[src/rtl/dac_wavegen.sv]
// Phase-accumulator waveform generator feeding an 8-bit DAC: saw, triangle, square and DC
// shapes, amplitude-scaled, with a shadowed step that only takes effect on phase wrap.
module dac_wavegen #(
   parameter int unsigned ACC_W  = 16,
   parameter int unsigned CODE_W = 8
) (
   input  logic              clk,
   input  logic              n_rst,
   input  logic              tick,
   input  logic              cfg_we,
   input  logic [1:0]        cfg_addr,
   input  logic [7:0]        cfg_data,
   output logic [CODE_W-1:0] code,
   output logic              code_stb,
   output logic              wrap
);

   typedef enum logic [1:0] {
      ModeSaw    = 2'd0,
      ModeTri    = 2'd1,
      ModeSquare = 2'd2,
      ModeDc     = 2'd3
   } mode_e;

   logic [15:0]       shadow_q, shadow_d;
   logic [15:0]       active_q, active_d;
   logic [ACC_W-1:0]  phase_q, phase_d;
   mode_e             mode_q, mode_d;
   logic [7:0]        amp_q, amp_d;
   logic              adv_q, adv_d;
   logic              wrap_q, wrap_d;
   logic [CODE_W-1:0] code_q, code_d;
   logic              stb_q;

   logic              mode_wr;
   logic [ACC_W-1:0]  step_ext;
   logic [ACC_W:0]    sum;
   logic [7:0]        p, t, raw;
   logic [15:0]       prod;

   assign mode_wr  = cfg_we && (cfg_addr == 2'd2);
   assign step_ext = ACC_W'(active_q);
   assign sum      = {1'b0, phase_q} + {1'b0, step_ext};

   // Phase, step and configuration next state
   always_comb begin
      shadow_d = shadow_q;
      active_d = active_q;
      phase_d  = phase_q;
      mode_d   = mode_q;
      amp_d    = amp_q;
      adv_d    = 1'b0;
      wrap_d   = 1'b0;
      if (tick) begin
         if (active_q == 16'd0) begin
            active_d = shadow_q;
         end else if (!mode_wr) begin
            phase_d = sum[ACC_W-1:0];
            adv_d   = 1'b1;
            wrap_d  = sum[ACC_W];
            // shadow_q is the pre-write value, so a same-edge step write lands next wrap
            if (sum[ACC_W]) active_d = shadow_q;
         end
      end
      if (cfg_we) begin
         unique case (cfg_addr)
            2'd0: shadow_d[7:0]  = cfg_data;
            2'd1: shadow_d[15:8] = cfg_data;
            2'd2: begin
               mode_d  = mode_e'(cfg_data[1:0]);
               phase_d = '0;
            end
            2'd3: amp_d = cfg_data;
            default: ;
         endcase
      end
   end

   // Waveform shaping and amplitude scaling from the already-advanced phase
   always_comb begin
      p = phase_q[ACC_W-1 -: 8];
      t = phase_q[ACC_W-2 -: 8];
      unique case (mode_q)
         ModeSaw:    raw = p;
         ModeTri:    raw = phase_q[ACC_W-1] ? ~t : t;
         ModeSquare: raw = phase_q[ACC_W-1] ? 8'hFF : 8'h00;
         ModeDc:     raw = 8'hFF;
         default:    raw = 8'h00;
      endcase
      prod   = {8'd0, raw} * ({8'd0, amp_q} + 16'd1);
      code_d = adv_q ? CODE_W'(prod[15:8]) : code_q;
   end

   always_ff @(posedge clk or negedge n_rst) begin
      if (!n_rst) begin
         shadow_q <= '0;
         active_q <= '0;
         phase_q  <= '0;
         mode_q   <= ModeSaw;
         amp_q    <= 8'hFF;
         adv_q    <= 1'b0;
         wrap_q   <= 1'b0;
         code_q   <= '0;
         stb_q    <= 1'b0;
      end else begin
         shadow_q <= shadow_d;
         active_q <= active_d;
         phase_q  <= phase_d;
         mode_q   <= mode_d;
         amp_q    <= amp_d;
         adv_q    <= adv_d;
         wrap_q   <= wrap_d;
         code_q   <= code_d;
         stb_q    <= adv_q;
      end
   end

   assign code     = code_q;
   assign code_stb = stb_q;
   assign wrap     = wrap_q;

endmodule

[config.mk]
export PLATFORM = sky130hd
export DESIGN_NAME = dac_wavegen
export DESIGN_NICKNAME = d
export VERILOG_FILES = /design/src/rtl/dac_wavegen.sv
export SDC_FILE = /design/constraint.sdc
export NUM_CORES = 1
export LEC_CHECK = 0
export BUFFER_PORTS_ARGS = -buffer_cell sky130_fd_sc_hd__clkbuf_2
export CAP_MARGIN = 20
export CORE_MARGIN = 3
export CORE_UTILIZATION = 25
export CTS_CLUSTER_SIZE = 10
export DETAILED_ROUTE_END_ITERATION = 8
export GPL_ROUTABILITY_DRIVEN = 0
export PLACE_DENSITY = 0.45
export SYNTH_ARGS = -nofsm -noshare
export SYNTH_HDL_FRONTEND = slang
export SYNTH_SLANG_ARGS = --single-unit
[constraint.sdc]
create_clock -name clk -period 9.2 [get_ports clk]
set_input_delay 1.84 -clock clk [delete_from_list [all_inputs] [get_ports clk]]
set_output_delay 1.84 -clock clk [all_outputs]
set_load 0.02 [all_outputs]
======== Word level (Yosys, flattened, before mapping) ========
Index checks and enable logic that the tools add are counted.
operators by class
  add/subtract/negate cells ............... 2
  $mul .................................... 1
  equality and inequality tests ........... 7
  mux-type cells .......................... 17
  bitwise operators ....................... 1
  reductions and logical operators ........ 10
operators with widths
  kind                 number
  $mux 16              8
  $pmux 8 s4           1
  $add 16x16->17       1
  $logic_not 16->1     1
  $mul 8x9->16         1
  $mux 8               2
  $add 8x1->9 const B  1
  $eq 2x2->1 const B   4
  $not 8->8            1
  $reduce_and 2->1     4
  $mux 1               6
  $eq 2x1->1 const B   2
  $logic_not 2->1      2
  $reduce_and 3->1     1
  $ne 2x1->1 const B   1
  $reduce_bool 2->1    1
  $logic_and 1x1->1    1
storage, ports and cells
  register bits after elaboration ......... 69
  bits of input ports ..................... 14
  output and inout bits ................... 10
  logic and storage cells ................. 48

======== Logic depth before layout (Yosys ltp) ========
  depth in word-level cells ............... 7
  depth in mapped cells ................... 21
  gate-level depth less buffers ........... 20

======== Worst setup path before layout ========
Ideal clock, no wire load.
  kind .................................... register to register
  from .................................... register mode_q[0]
  to ...................................... register code_q[6], in the netlist code[6]
  data arrival time ....................... 5.190 ns
  required time ........................... 9.129 ns
  path slack .............................. 3.939 ns
  cell stages (with the launch flop) ...... 19
  buffers on the path ..................... 1
  clock period less this slack ............ 5.261 ns
  cells stage by stage .................... dfrtp_1 > buf_2 > nand2b_1 > o21a_1 > o22ai_1 > nor2_1 > fa_1 > fa_1 > fa_1 > inv_1 > fa_1 > inv_1 > ha_1 > nand4_1 > a2111o_1 > o211ai_2 > a21oi_2 > or4_1 > nand4_1
between the ends
  longest elaborated chain between the ends .. 3
RTL lines
  element                             line  RTL
  start: declaration                  28    mode_e mode_q, mode_d;
  start signal: assignment            99    mode_q <= ModeSaw;
  start signal: assignment            109   mode_q <= mode_d;
  $eq 2x2->1 (tied with other cells)  83    unique case (mode_q)
  $pmux 8 s4 *                        83
  $mul 8x9->16 *                      90    prod = {8'd0, raw} * ({8'd0, amp_q} + 16'd1);
  end signal: assignment              113   code_q <= code_d;
  end: declaration                    32    logic [CODE_W-1:0] code_q, code_d;
Every way passes the cells marked *; elsewhere a longest branch is shown, timed or not.
A chain may end at the register's enable or synchronous reset.

======== Worst setup path in the final report ========
  from .................................... register phase_q[15]
  to ...................................... register code_q[6], in the netlist code[6]
between the ends
  longest elaborated chain between the ends .. 3
RTL lines
  element                    line    RTL
  start: declaration         27      logic [ACC_W-1:0] phase_q, phase_d;
  start signal: assignment   108     phase_q <= phase_d;
  $mux 8 (on tied branches)  86, 85
  $pmux 8 s4 *               83
  $mul 8x9->16 *             90
Marked as above.

==> results.sh <==
export IMPL_routedWlPerCell_um=15.3
export IMPL_chipHeight_um=159
export IMPL_start_kind="flop"
export IMPL_worstSkewPairLatency_ns=0.35
export IMPL_path_depth=17
export IMPL_port_buffer_count=23
export IMPL_gr_total_overflow=0
export IMPL_synth_flop_cell="dfrtp_1"
export IMPL_routed_wl_um=14400
export IMPL_fmax_mhz=171
export IMPL_netlist_area_um2=5880
export IMPL_cp_data_required_time_ns=9.49
export IMPL_postCtsSetupBuffers=0
export IMPL_ant_nets=0
export IMPL_cts_resized=0
export IMPL_drive_above_1_share_pct=17.6
export IMPL_drt_first_pass_iters=5
export IMPL_synth_async_sr_flop_share_pct=100
export IMPL_rows=55
export IMPL_fin_crit_sh_pct=63.6
export IMPL_final_setup_tns_ns=0
export IMPL_ys_types=66
export IMPL_cpPeakStageDelay_ns=0.64
export IMPL_path_class="flop to flop"
export IMPL_min_path_cells=1
export IMPL_drt_initial_drc_count=215
export IMPL_grtUsageTotal_pct=11.8
export IMPL_crit_path_end_kind="flop"
export IMPL_route_detailed_drc=0
export IMPL_cts_hold_buf=0
export IMPL_boundaryPins=24
export IMPL_grt_max_degree=70
export IMPL_synthCells=601
export IMPL_grt_pass1_vias=4602
export IMPL_status="finished clean"
export IMPL_dpl_hpwl_um=11300
export IMPL_crit_fanout=15
export IMPL_clock_root_buffer="clkbuf_16"
export IMPL_path_clk_slew_ns=0.07
export IMPL_nets=725
export IMPL_start_util_pct=25.7
export IMPL_die_w_um=159
export IMPL_cts_tree="yes"
export IMPL_critPathArrivalTime_ns=6.14
export IMPL_r2r_cells=17
export IMPL_synth_edf_count=0
export IMPL_synth_fp_nets=705
export IMPL_numCtsBuffers=9
export IMPL_drv_slew=0
export IMPL_r2r_slack_ns=3.35
export IMPL_clock_sinks=69
export IMPL_dr_total_vias=4397
export IMPL_critPathBufInv=2
export IMPL_htreeDepth=3
export IMPL_path_cells="and2_4 -> a21oi_1 -> o22ai_1 -> nor2_1 -> fa_1 -> fa_1 -> fa_1 -> inv_1 -> fa_1 -> inv_1 -> ha_1 -> nand4_1 -> a2111o_1 -> o211ai_2 -> a21oi_2 -> or4_1 -> nand4_1"
export IMPL_die_area_um2=25400
export IMPL_grt_pass1_wl_um=24100
export IMPL_crit_slowest_cell="dfrtp_1"
export IMPL_worst_pin_slew_ns=0.911
export IMPL_clock_skew_ns=0.0151
export IMPL_setup_viol=0
export IMPL_fillerInstances=2455
export IMPL_ys_seq_elements=69
export IMPL_ys_seq_area_share_pct=29.6
export IMPL_core_um2=22800
export IMPL_period_minus_slack_ns=5.85
export IMPL_cp_common_cell="fa_1"
export IMPL_hp_class="flop to flop"
export IMPL_cp_top_family="adder cells"
export IMPL_avgSynthCellArea_um2=9.78
export IMPL_clockBufferDepth=2
export IMPL_drv_cap=0
export IMPL_antenna_found_initial=0
export IMPL_diodes=0
export IMPL_yosys_warnings=0
export IMPL_timing_final_hold_violations=0
export IMPL_via_per_inst=4.68
export IMPL_syn_to_final_growth_pct=12.9
export IMPL_rsz0062_at_grt="false"
export IMPL_timing_slew_headroom_pct=39.3
[final timing paths]
kind	from	end
setup / recovery	phase_q[15]$_DFF_PN0_	code[6]$_DFFE_PN0P_
hold / removal	shadow_q[5]$_DFFE_PN0P_	active_q[5]$_DFFE_PN0P_
setup reg to reg	phase_q[15]$_DFF_PN0_	code[6]$_DFFE_PN0P_
hold reg to reg	shadow_q[5]$_DFFE_PN0P_	active_q[5]$_DFFE_PN0P_
max in group asynchronous	n_rst	phase_q[8]$_DFF_PN0_
min in group asynchronous	n_rst	code[5]$_DFFE_PN0P_
[cell type report]
cell class | instances | area (µm²) | share of cell area (%)
Multi-Input combinational cell | 455 | 3820 | 57.5
Sequential cell | 69 | 1740 | 26.2
Tap cell | 313 | 392 | 5.90
Clock buffer | 9 | 225 | 3.39
Inverter | 60 | 225 | 3.39
Timing Repair Buffer | 26 | 138 | 2.07
Clock inverter | 7 | 103 | 1.55
[synth_stat cells (2+ instances only)]
cell type  count  area, µm²
a21o_1        13       97.6
buf_6          2       22.5
a211oi_1       3       22.5
or2_2         14       87.6
fa_1          41        821
dfrtp_1       61       1530
a31oi_1        4       25.0
ha_1          49        613
o21ai_0       10       50.1
nand3b_1       3       22.5
nor4_1         4       25.0
o211ai_1       2       15.0
a21oi_1       30        150
o21a_1         8       60.1
xor2_1         5       43.8
o31ai_1        2       15.0
mux2i_1        3       30.0
xnor2_1       17        149
nor3b_1        2       15.0
nand3_1       15       75.1
o22ai_1        6       37.5
mux2_1         6       67.6
clkbuf_1       9       33.8
buf_2          3       15.0
nand2_1       41        154
mux2_4        10        150
o21ai_1        6       30.0
o21bai_1       2       15.0
nor2_1        72        270
nand4_1        8       50.1
mux2_2        27        304
nand2b_1       5       31.3
inv_1         60        225
nor3_1         8       40.0
o211ai_2       2       25.0
nor4b_1        3       26.3
dfstp_2        8        210
nor2b_1        2       12.5
and3_1         2       12.5
nand4b_1       6       52.6
or4_1          2       15.0
[layout by cell type, fill, tap and decap left out, types with 13 or more instances in the layout]
| cell type | n |
|---|---|
| ha_1 | 49 |
| nor2_1 | 72 |
| nand3_1 | 15 |
| a21o_1 | 13 |
| clkbuf_2 | 22 |
| nand2_1 | 41 |
| mux2_2 | 27 |
| a21oi_1 | 30 |
| dfrtp_1 | 61 |
| inv_1 | 60 |
| fa_1 | 41 |
| or2_2 | 14 |
| xnor2_1 | 17 |
[per-stage QoR]
stage	instances	area, µm²	setup slack, ns	hold WS, ns	utilization [%]
after floorplan	601	5880	3.94	0.389	-
after global placement	921	6290	3.52	0.473	27.5
after detailed placement	923	6310	3.33	0.478	27.6
after CTS	939	6640	3.32	0.491	29.0
after global routing	939	6640	2.99	0.501	29.0
final	939	6640	3.35	0.487	29.0
[state kept, by name (all words and copies together) (netlist names)]
signal,flops
active_q,16
code_stb,1
adv_q,1
mode_q,2
shadow_q,16
amp_q,8
wrap,1
phase_q,16
code,8
[metal layers]
metal | wire, µm | vias to the layer above | part of all wire, % | track usage (%)
met5 | 0 | - | 0 | 0
met4 | 315 | 0 | 2.2 | 4.38
met3 | 498 | 19 | 3.5 | 2.08
met2 | 7020 | 83 | 49 | 19.9
met1 | 6560 | 2181 | 46 | 15.2
li1 | - | 2114 | - | -
[kinds of logic (layout without fill, tap and decap cells)]
kind of cell	Yosys count	in the layout	synth area share (%)
AOI/OAI and AO/OA	103	103	11.8
xor gates and xnor gates	22	22	3.28
adders and majority gates	90	90	24.4
buffers and inverters	77	102	5.49
DFF	69	69	29.6
muxes	46	46	9.39
and+or+nand+nor	194	194	16.1
Power is not shown: default switching activity piles up to over one toggle a cycle in this logic, so the estimate is an artifact.
